## src/rtl/fetch_stage.sv

```systemverilog
// Instruction-fetch stage and IF/ID pipeline register of the 64-bit pipelined ARM core.
// Build option: define BRANCH_DELAY_SLOT_EN to keep the word fetched alongside a taken branch.
module fetch_stage #(
    parameter int unsigned       ADDR_W    = 64,
    parameter logic [ADDR_W-1:0] RESET_PC  = 64'h0,
    parameter logic [31:0]       NOP_INSTR = 32'h0000_0000
) (
    input  logic              clk,
    input  logic              reset,
    input  logic              stall_i,
    output logic              imem_req,
    output logic [ADDR_W-1:0] imem_addr,
    input  logic [31:0]       imem_rdata,
    input  logic              imem_ready,
    input  logic              br_taken,
    input  logic              uncond_br,
    input  logic              is_br,
    input  logic [ADDR_W-1:0] br_reg_val,
    output logic [31:0]       if_id_instr,
    output logic [ADDR_W-1:0] if_id_pc,
    output logic [ADDR_W-1:0] if_id_pc4,
    output logic              if_id_valid
);

    typedef enum logic [0:0] {
        ST_FETCH = 1'b0,
        ST_WAIT  = 1'b1
    } state_e;

`ifdef BRANCH_DELAY_SLOT_EN
    localparam logic KEEP_DELAY_SLOT = 1'b1;
`else
    localparam logic KEEP_DELAY_SLOT = 1'b0;
`endif

    localparam logic [ADDR_W-1:0] PC_STEP = {{(ADDR_W-3){1'b0}}, 3'b100};

    state_e            state_q, state_d;
    logic [ADDR_W-1:0] pc_q, pc_d;
    logic [31:0]       if_id_instr_q, if_id_instr_d;
    logic [ADDR_W-1:0] if_id_pc_q, if_id_pc_d;
    logic [ADDR_W-1:0] if_id_pc4_q, if_id_pc4_d;
    logic              if_id_valid_q, if_id_valid_d;

    logic              redirect_s;
    logic [ADDR_W-1:0] target_s;
    logic [ADDR_W-1:0] off_b_s;
    logic [ADDR_W-1:0] off_bcond_s;

    assign imem_req    = reset;
    assign imem_addr   = pc_q;
    assign if_id_instr = if_id_instr_q;
    assign if_id_pc    = if_id_pc_q;
    assign if_id_pc4   = if_id_pc4_q;
    assign if_id_valid = if_id_valid_q;

    // Resolve the branch sitting in ID; evaluation order keeps X on br_taken/uncond_br out of pc.
    always_comb begin
        off_b_s     = {{(ADDR_W-28){if_id_instr_q[25]}}, if_id_instr_q[25:0], 2'b00};
        off_bcond_s = {{(ADDR_W-21){if_id_instr_q[23]}}, if_id_instr_q[23:5], 2'b00};
        redirect_s  = 1'b0;
        target_s    = br_reg_val;
        if (!stall_i && if_id_valid_q && (is_br || br_taken)) begin
            redirect_s = 1'b1;
        end else begin
            redirect_s = 1'b0;
        end
        if (is_br) begin
            target_s = br_reg_val;
        end else if (uncond_br) begin
            target_s = if_id_pc_q + off_b_s;
        end else begin
            target_s = if_id_pc_q + off_bcond_s;
        end
    end

    // Next PC, fetch state and IF/ID contents.
    always_comb begin
        state_d       = state_q;
        pc_d          = pc_q;
        if_id_instr_d = if_id_instr_q;
        if_id_pc_d    = if_id_pc_q;
        if_id_pc4_d   = if_id_pc4_q;
        if_id_valid_d = if_id_valid_q;
        if (stall_i) begin
            state_d = state_q;
        end else begin
            case (state_q)
                ST_FETCH: state_d = imem_ready ? ST_FETCH : ST_WAIT;
                ST_WAIT:  state_d = imem_ready ? ST_FETCH : ST_WAIT;
                default:  state_d = ST_FETCH;
            endcase
            if (imem_ready) begin
                pc_d = pc_q + PC_STEP;
            end else begin
                pc_d = pc_q;
            end
            // The word fetched next to a taken branch is squashed unless it is a delay slot.
            if (imem_ready && !(redirect_s && !KEEP_DELAY_SLOT)) begin
                if_id_instr_d = imem_rdata;
                if_id_pc_d    = pc_q;
                if_id_pc4_d   = pc_q + PC_STEP;
                if_id_valid_d = 1'b1;
            end else begin
                if_id_instr_d = NOP_INSTR;
                if_id_valid_d = 1'b0;
            end
            if (redirect_s) begin
                pc_d    = target_s;
                state_d = ST_FETCH;
            end else begin
                state_d = state_d;
            end
        end
    end

    // State registers with synchronous active-low reset.
    always_ff @(posedge clk) begin
        if (!reset) begin
            state_q       <= ST_FETCH;
            pc_q          <= RESET_PC;
            if_id_instr_q <= NOP_INSTR;
            if_id_pc_q    <= {ADDR_W{1'b0}};
            if_id_pc4_q   <= {ADDR_W{1'b0}};
            if_id_valid_q <= 1'b0;
        end else begin
            state_q       <= state_d;
            pc_q          <= pc_d;
            if_id_instr_q <= if_id_instr_d;
            if_id_pc_q    <= if_id_pc_d;
            if_id_pc4_q   <= if_id_pc4_d;
            if_id_valid_q <= if_id_valid_d;
        end
    end

endmodule

```

## config.mk

```make
export PLATFORM = sky130hd
export DESIGN_NAME = fetch_stage
export DESIGN_NICKNAME = d
export VERILOG_FILES = /design/src/rtl/fetch_stage.sv
export SDC_FILE = /design/constraint.sdc
export NUM_CORES = 1
export LEC_CHECK = 0
export CAP_MARGIN = 20
export CORE_ASPECT_RATIO = 1.1
export CORE_MARGIN = 1.5
export CORE_UTILIZATION = 50
export CTS_CLUSTER_DIAMETER = 60
export DETAILED_ROUTE_END_ITERATION = 10
export PLACE_DENSITY = 0.8
export SETUP_SLACK_MARGIN = 0.2
export SYNTH_ARGS = -nofsm -noshare
export SYNTH_HDL_FRONTEND = slang
export SYNTH_SLANG_ARGS = --single-unit
```

## constraint.sdc

```tcl
create_clock -name clk -period 6.5 [get_ports clk]
set_clock_uncertainty 0.1 [all_clocks]
set_input_delay 1.3 -clock clk [delete_from_list [all_inputs] [get_ports clk]]
set_output_delay 1.3 -clock clk [all_outputs]
set_load 0.01 [all_outputs]
```

==> metrics.txt <==
routed vias ~16,000; sequential share of the synthesized area between 30% and 40%; Synthesis Warnings 0; Hold EP if_id_pc4[2]; worst path cell trace clkdlybuf4s50_1 > buf_4 > mux2_2 > ha_1 > fa_1 > a211oi_1 > o211ai_1 > a21oi_1 > o21ai_1 > a21o_1 > a211oi_1 > o31ai_1 > a21boi_1 > and3_1 > nor3_1; Hold WC Path Type flip-flop to flip-flop; DIE HEIGHT 181 um; postcts setup bufs 0; Mapped Nets roughly 2,100; delay-heaviest family, CP compound AO/OA/AOI/OAI gates; Total Wirelength between 50,000 and 60,000 um; peak supply drop between 200 and 250 uV; TritonCTS clock tree built; worst rel slew slack between 20 and 30%; worst-path fanout max 26; synthesized area around 14,000 sq um; area of the multi-input gates 9170 sq um; simple-gate area share of the yosys netlist between 20 and 25%; routed len/inst approximately 23 um; Hold Crit Depth 2; cells after synthesis about 1,900; power density cells between 150 and 200 nW/um^2; total CTS buffers 25; CP most frequent cell a211oi_1; final period utilization a little under 80%; Starting Density between 50% and 60%; area fraction in compound gates after synthesis a little over a quarter; post-synthesis adder-cell area fraction roughly 5.5%; area grow syn2layout 27.7%; hold buffers post-CTS 0; Lkg Pwr 6.69 nW; die width 165 um; largest family of logic cells by synthesized area compound AO/OA/AOI/OAI gates; Setup Crit Path Kind input pin to flip-flop; RSZ-0062 raised after global routing no; worst r2r path cells 14; fraction of registers with async set/reset 0%; Buf/Inv on CP 2; # rows between 60 and 70; Crit path largest cell delay about 0.46 ns; CTS resizes 0; DRC viols 0; most frequent cells in the layout clkdlybuf4s50_1, nand2_1, dfxtp_1, a21oi_1, nor2_1; Placement Cell Area between 15,000 and 20,000 sq um; HPWL Detailed 42,400 um; Fin. Hold Viols 0; hold_sp if_id_pc4[2]; first-pass GRT wire length 86,100 um; Max Freq between 150 and 200 MHz; # clock sinks 223; clk slew on worst S/H paths around 0.06 ns; CP Capture Type flip-flop; CTS H-Tree Depth 1; Max-cap violations 0; worst path arrival time 5.43 ns; status completed; vias in the first global route approximately 15,000; post-synthesis average cell area 7.56 sq um; R2R Path End imem_addr[60]; CTS Root Cell clkbuf_16; commonest non-fill, non-tap cell in the layout clkdlybuf4s50_1; type of origin of the critical path input pin; Primary FF master, synth dfxtp_1; Avg Vias per Cell around 6.3; DRT Pass-1 Iters 5; die area between 20,000 and 30,000 sq um; FILL cells ~2,500; FF+latch count, synth about 220; Slew Limit Fails 0; flop2flop setup slack between 2 and 3 ns; core region area 28,500 sq um; layout cells sized above 1 under 10%; sequential cell area between 4000 and 5000 sq um; count of different cell masters after synthesis 86; IO buf count 328; Worst-Skew Late Latency about 0.54 ns; Congestion Overflow GR 0; fin nets around 2,300; RR Startpoint if_id_instr[23]; slowest CP cell clkdlybuf4s50_1; Global Route Usage Sum a little under two fifths; # setup viols final 0; post-route cell area between 15,000 and 20,000 sq um; placer congestion estimate 1.01; Tmin final just over 5 ns; number of flops mapped to enable cells by yosys 0; Post-DRT Antenna Nets 0; post-synthesis mux area share about 1.8%; Fin Setup TNS 0 ns; worst-margin pin slew between 1 and 1.5 ns; Ports ~330; largest net degree at the start of global routing between 100 and 150; Clock Path Buffers 3; post-synthesis xor/xnor area fraction under 10%; DR iter-0 viols between 1,500 and 2,000; initial antenna violation count 1; Critical Path RT slightly below 7 ns
cell type report:
cell class,count,area share (%)
antenna,2,0.0271
clock buffer,33,3.82
clock inverter,9,0.447
inverter,24,0.515
multi-input combinational,1515,49.7
sequential,223,24.2
tap,368,2.49
timing repair buffer,351,18.8
worst reg2reg max path, cell delays in order, from the launching register on:
cell	delay, ns
dfxtp_1	0.42
nand2b_1	0.19
nand2_1	0.10
buf_4	0.41
ha_1	0.42
a21oi_1	0.24
o21ai_1	0.17
a221oi_1	0.30
o21ai_0	0.13
a21o_1	0.24
a211oi_1	0.44
o31ai_1	0.20
a21boi_1	0.28
and3_1	0.19
nor3_1	0.04
metrics by stage:
step / power, W / cells / setup slack (ns) / hold WS (ns) / utilization [%]
2_1_floorplan: 0.00171 / 1914 / 1.43 / 0.381 / -
3_3_place_gp: 0.00195 / 2480 / 1.01 / 0.345 / 61.8
3_5_place_dp: 0.00195 / 2481 / 0.945 / 0.354 / 61.9
4_1_cts: 0.00333 / 2523 / 1.49 / 0.362 / 64.7
5_1_grt: 0.00344 / 2524 / 1.18 / 0.377 / 64.7
6_report: 0.00333 / 2525 / 1.39 / 0.356 / 64.7
cell usage after synthesis, types with 15 or more instances:
cell	count	area share (%)
and2_1	18	0.78
dfxtp_1	223	31
nor2_1	193	5.0
o21ai_0	112	3.9
a221oi_1	15	0.91
nand4_1	33	1.4
inv_1	23	0.60
ha_1	62	5.4
xnor2_1	58	3.5
nor3_1	41	1.4
xor2_1	49	3.0
a21o_1	27	1.4
buf_1	15	0.39
nand3_1	42	1.5
a21oi_1	219	7.6
a22oi_1	46	2.4
nand2_1	290	7.5
and3_1	19	0.82
a211oi_1	61	3.2
clkbuf_1	105	2.7
mux2_2	18	1.4
o21bai_1	15	0.78
state kept, by name, indices dropped and copies added (netlist names):
name / cells
if_id_instr: 32
if_id_pc: 64
if_id_pc4: 62
if_id_valid: 1
imem_addr: 64
layer usage:
metal / track usage (%) / vias to the layer above / share of wire (%)
met1: 50.9 / 7426 / 42
met2: 57.5 / 901 / 44
met4: 16.0 / 0 / 4.6
met3: 5.56 / 158 / 9.2
li1: - / 7355 / -
met5: 0 / - / 0
power by group:
group / switching (W) / internal (W) / total [W]
sequential: 0.0000433 / 0.00141 / 0.00145
clock: 0.000597 / 0.000799 / 0.00140
combinational: 0.000269 / 0.000212 / 0.000481
total: 0.000910 / 0.00242 / 0.00333
logic make-up (layout without fill, tap and decap cells):
group,Yosys count,count (layout)
flops,223,223
xor+xnor,107,107
compound gates,617,617
other cells,0,2
simple gates,704,704
fa+ha+maj,63,63
buf+inv,176,417
mux,24,24
how the worst max path moves through the flow:
stage	startpoint	to	cells past startpoint
3_3_place_gp	uncond_br	imem_addr[60]	15
6_report	uncond_br	imem_addr[60]	15
3_5_place_dp	uncond_br	imem_addr[60]	15
2_1_floorplan	uncond_br	imem_addr[62]	14
5_1_grt	uncond_br	imem_addr[60]	16
4_1_cts	uncond_br	imem_addr[60]	15
(Power assumes the default switching activity.)
==> patch: new RTL, same flow settings <==
The option `BRANCH_DELAY_SLOT_EN` is turned on by a define.
--- a/src/rtl/fetch_stage.sv
+++ b/src/rtl/fetch_stage.sv
@@ -1,5 +1,7 @@
 // Instruction-fetch stage and IF/ID pipeline register of the 64-bit pipelined ARM core.
 // Build option: define BRANCH_DELAY_SLOT_EN to keep the word fetched alongside a taken branch.
+`define BRANCH_DELAY_SLOT_EN
+
 module fetch_stage #(
     parameter int unsigned       ADDR_W    = 64,
     parameter logic [ADDR_W-1:0] RESET_PC  = 64'h0,
Check against the original RTL: not equivalent (Yosys sat finds a counterexample within 4 cycles, from zero or initial values and one cycle with reset low).
==> patch against the unedited design <==
Non-clock buffer count shrank 2; hold slack gained 0.0055 ns; setup slack lost 0.13 ns; synthesized area shrank 2.7%; sequential cell count is the same; final cell count shrank 3.0%; maximum frequency shrank 2.5%; register-to-register slack lost 0.33 ns; power grew 0.69%; via count shrank 4.6%; routed wire length shrank 6.0%; final area shrank 1.4%.
==> patch: results (changes against the unedited design) <==
fin. max-slew vios 0 (unchanged); HP Start if_id_pc4[3] (was if_id_pc4[2]); Mapped Nets 2010 (was 2080); Post-DP Area 0.01736 sq mm (was 0.01767 sq mm); Yosys warning count 0 (unchanged); r2r startpoint if_id_instr[23] (unchanged); I/O Buffers 328 (unchanged); ratio of cells with drive above 1 in the final layout 0.05417 (was 0.05893); CP top delay family compound AO/OA/AOI/OAI gates (unchanged); outcome complete, no violations (unchanged); number of DRC markers in iteration 0 1497 (was 1676); DR vias/cell 6.170 (was 6.273); Worst Path Max Fanout 25 (was 26); number of distinct library cells after synthesis 85 (was 86); CP peak stage delay 0.61 ns (was 0.46 ns); synth top area cells dfxtp_1 (32%), nand2_1 (7.5%), a21oi_1 (6.3%) (was dfxtp_1 (31%), a21oi_1 (7.6%), nand2_1 (7.5%)); reg-to-reg endpoint imem_addr[62] (was imem_addr[60]); asr flop ratio synth 0 (unchanged); Setup Fix Bufs, Post-CTS 0 (unchanged); Hold Path Sink if_id_pc4[3] (was if_id_pc4[2]); reg-to-reg slack, setup 2.19 ns (was 2.52 ns); largest net degree at the start of global routing 134 (was 108); clk_lat worst skew 0.54 ns (about the same); critical path's slowest cell nand2_1 (was clkdlybuf4s50_1); Arrival @ worst endpoint 5.54 ns (was 5.43 ns); Post-synth top cells nand2_1 (281), dfxtp_1 (223), nor2_1 (200), a21oi_1 (178), clkbuf_1 (111) (was nand2_1 (290), dfxtp_1 (223), a21oi_1 (219), nor2_1 (193), o21ai_0 (112)); P_sw 883.0 uW (was 909.6 uW); clk root buf clkbuf_16 (unchanged); dpl ws 0.6968 ns (was 0.9453 ns); relative slew slack 0.3140 (was 0.2955); All-Layer GR Usage 0.3599 (was 0.3713); H-tree levels 1 (unchanged); CTS resizes 0 (unchanged); maximum vdd drop 151.8 uV (was 206.5 uV); vias in the first global route 14340 (was 14680); DR pass1 iterations 8 (was 5); Layout Nets 2238 (was 2306); Leakage 6.446 nW (was 6.690 nW); TritonCTS buffer count 24 (was 25); CTS Buffer Depth 3 (unchanged); worst hold path type flop to flop (unchanged); initial antenna violation count 1 (unchanged); reg2reg path depth 13 (was 14); sequential cell area fraction in the yosys report 0.3172 (was 0.3087); Placer Congestion 0.9857 (was 1.005); Worst Hold Depth 2 (unchanged); first-pass GRT wire length 82.19 mm (was 86.11 mm); Routed WL 53.56 mm (was 56.97 mm); DP HPWL 39.31 mm (was 42.37 mm); clk slew on worst S/H paths 0.06 ns (about the same)
-- patch: cell types whose count changed after synthesis, moves of 10 or more --
cell / unedited run / this run
o21ai_0: 112 / 82
o21ai_1: 6 / 17
nor3_1: 41 / 22
xnor2_1: 58 / 68
a211oi_1: 61 / 76
a21oi_1: 219 / 178
o21a_1: 5 / 17
xor2_1: 49 / 59
nand3_1: 42 / 32
-- patch: final cells by class --
cell class,count,area [sq um]
Tap cell,363,454.2
Antenna cell,1,2.502
Sequential cell,223,4464
Multi-Input combinational cell,1459,8951
Fill cell,2451,9593
Clock inverter,10,136.4
Timing Repair Buffer,349,3460
Inverter,15,61.31
Clock buffer,30,664.4
-- patch: worst max-delay path by stage --
stage / from / to / slack (ns)
6_report: uncond_br / imem_addr[62] / 1.26
3_5_place_dp: uncond_br / imem_addr[62] / 0.70
3_3_place_gp: uncond_br / imem_addr[62] / 0.83
2_1_floorplan: uncond_br / imem_addr[60] / 1.20
4_1_cts: uncond_br / imem_addr[62] / 1.25
5_1_grt: uncond_br / imem_addr[62] / 0.92
-- patch: cells by family after synthesis --
logic type / count (synthesis) / synth area share
and+or+nand+nor: 689 / 0.2253
AOI/OAI and AO/OA: 553 / 0.2528
DFF: 223 / 0.3172
buffers and inverters: 162 / 0.04828
xor gates and xnor gates: 127 / 0.07904
adders and majority gates: 63 / 0.05654
muxes: 27 / 0.02089
-- patch: through the flow --
step           hold slack (ns)  std cells
6_report                0.3613       2450
5_1_grt                 0.3818       2450
4_1_cts                 0.3650       2448
3_5_place_dp            0.3539       2408
3_3_place_gp            0.3459       2407
2_1_floorplan           0.3805       1844
-- patch: power by group through the flow --
stage / combinational, mW / clock [mW] / sequential [mW]
2_1_floorplan: 0.222 / 0 / 1.49
3_3_place_gp: 0.454 / 0 / 1.49
3_5_place_dp: 0.458 / 0 / 1.49
4_1_cts: 0.462 / 1.43 / 1.46
5_1_grt: 0.504 / 1.48 / 1.47
6_report: 0.468 / 1.42 / 1.46
-- patch: worst register-to-register path: stages, from the launching register on --
cell and delay [ns]:
dfxtp_1 0.38, nand2b_1 0.21, nand2_1 0.55, ha_1 0.64, a21oi_1 0.23, o21a_1 0.17
o221ai_1 0.21, or2_0 0.27, or3b_1 0.38, a31oi_1 0.28, nor3b_1 0.12, o311a_1 0.36
o2111ai_1 0.19, o211ai_1 0.10
-- patch: routing by layer --
metal  part of all wire  track usage
met1               0.41       0.4598
met2               0.46       0.5947
met5                  0            0
met3              0.082      0.05876
met4              0.047       0.1636
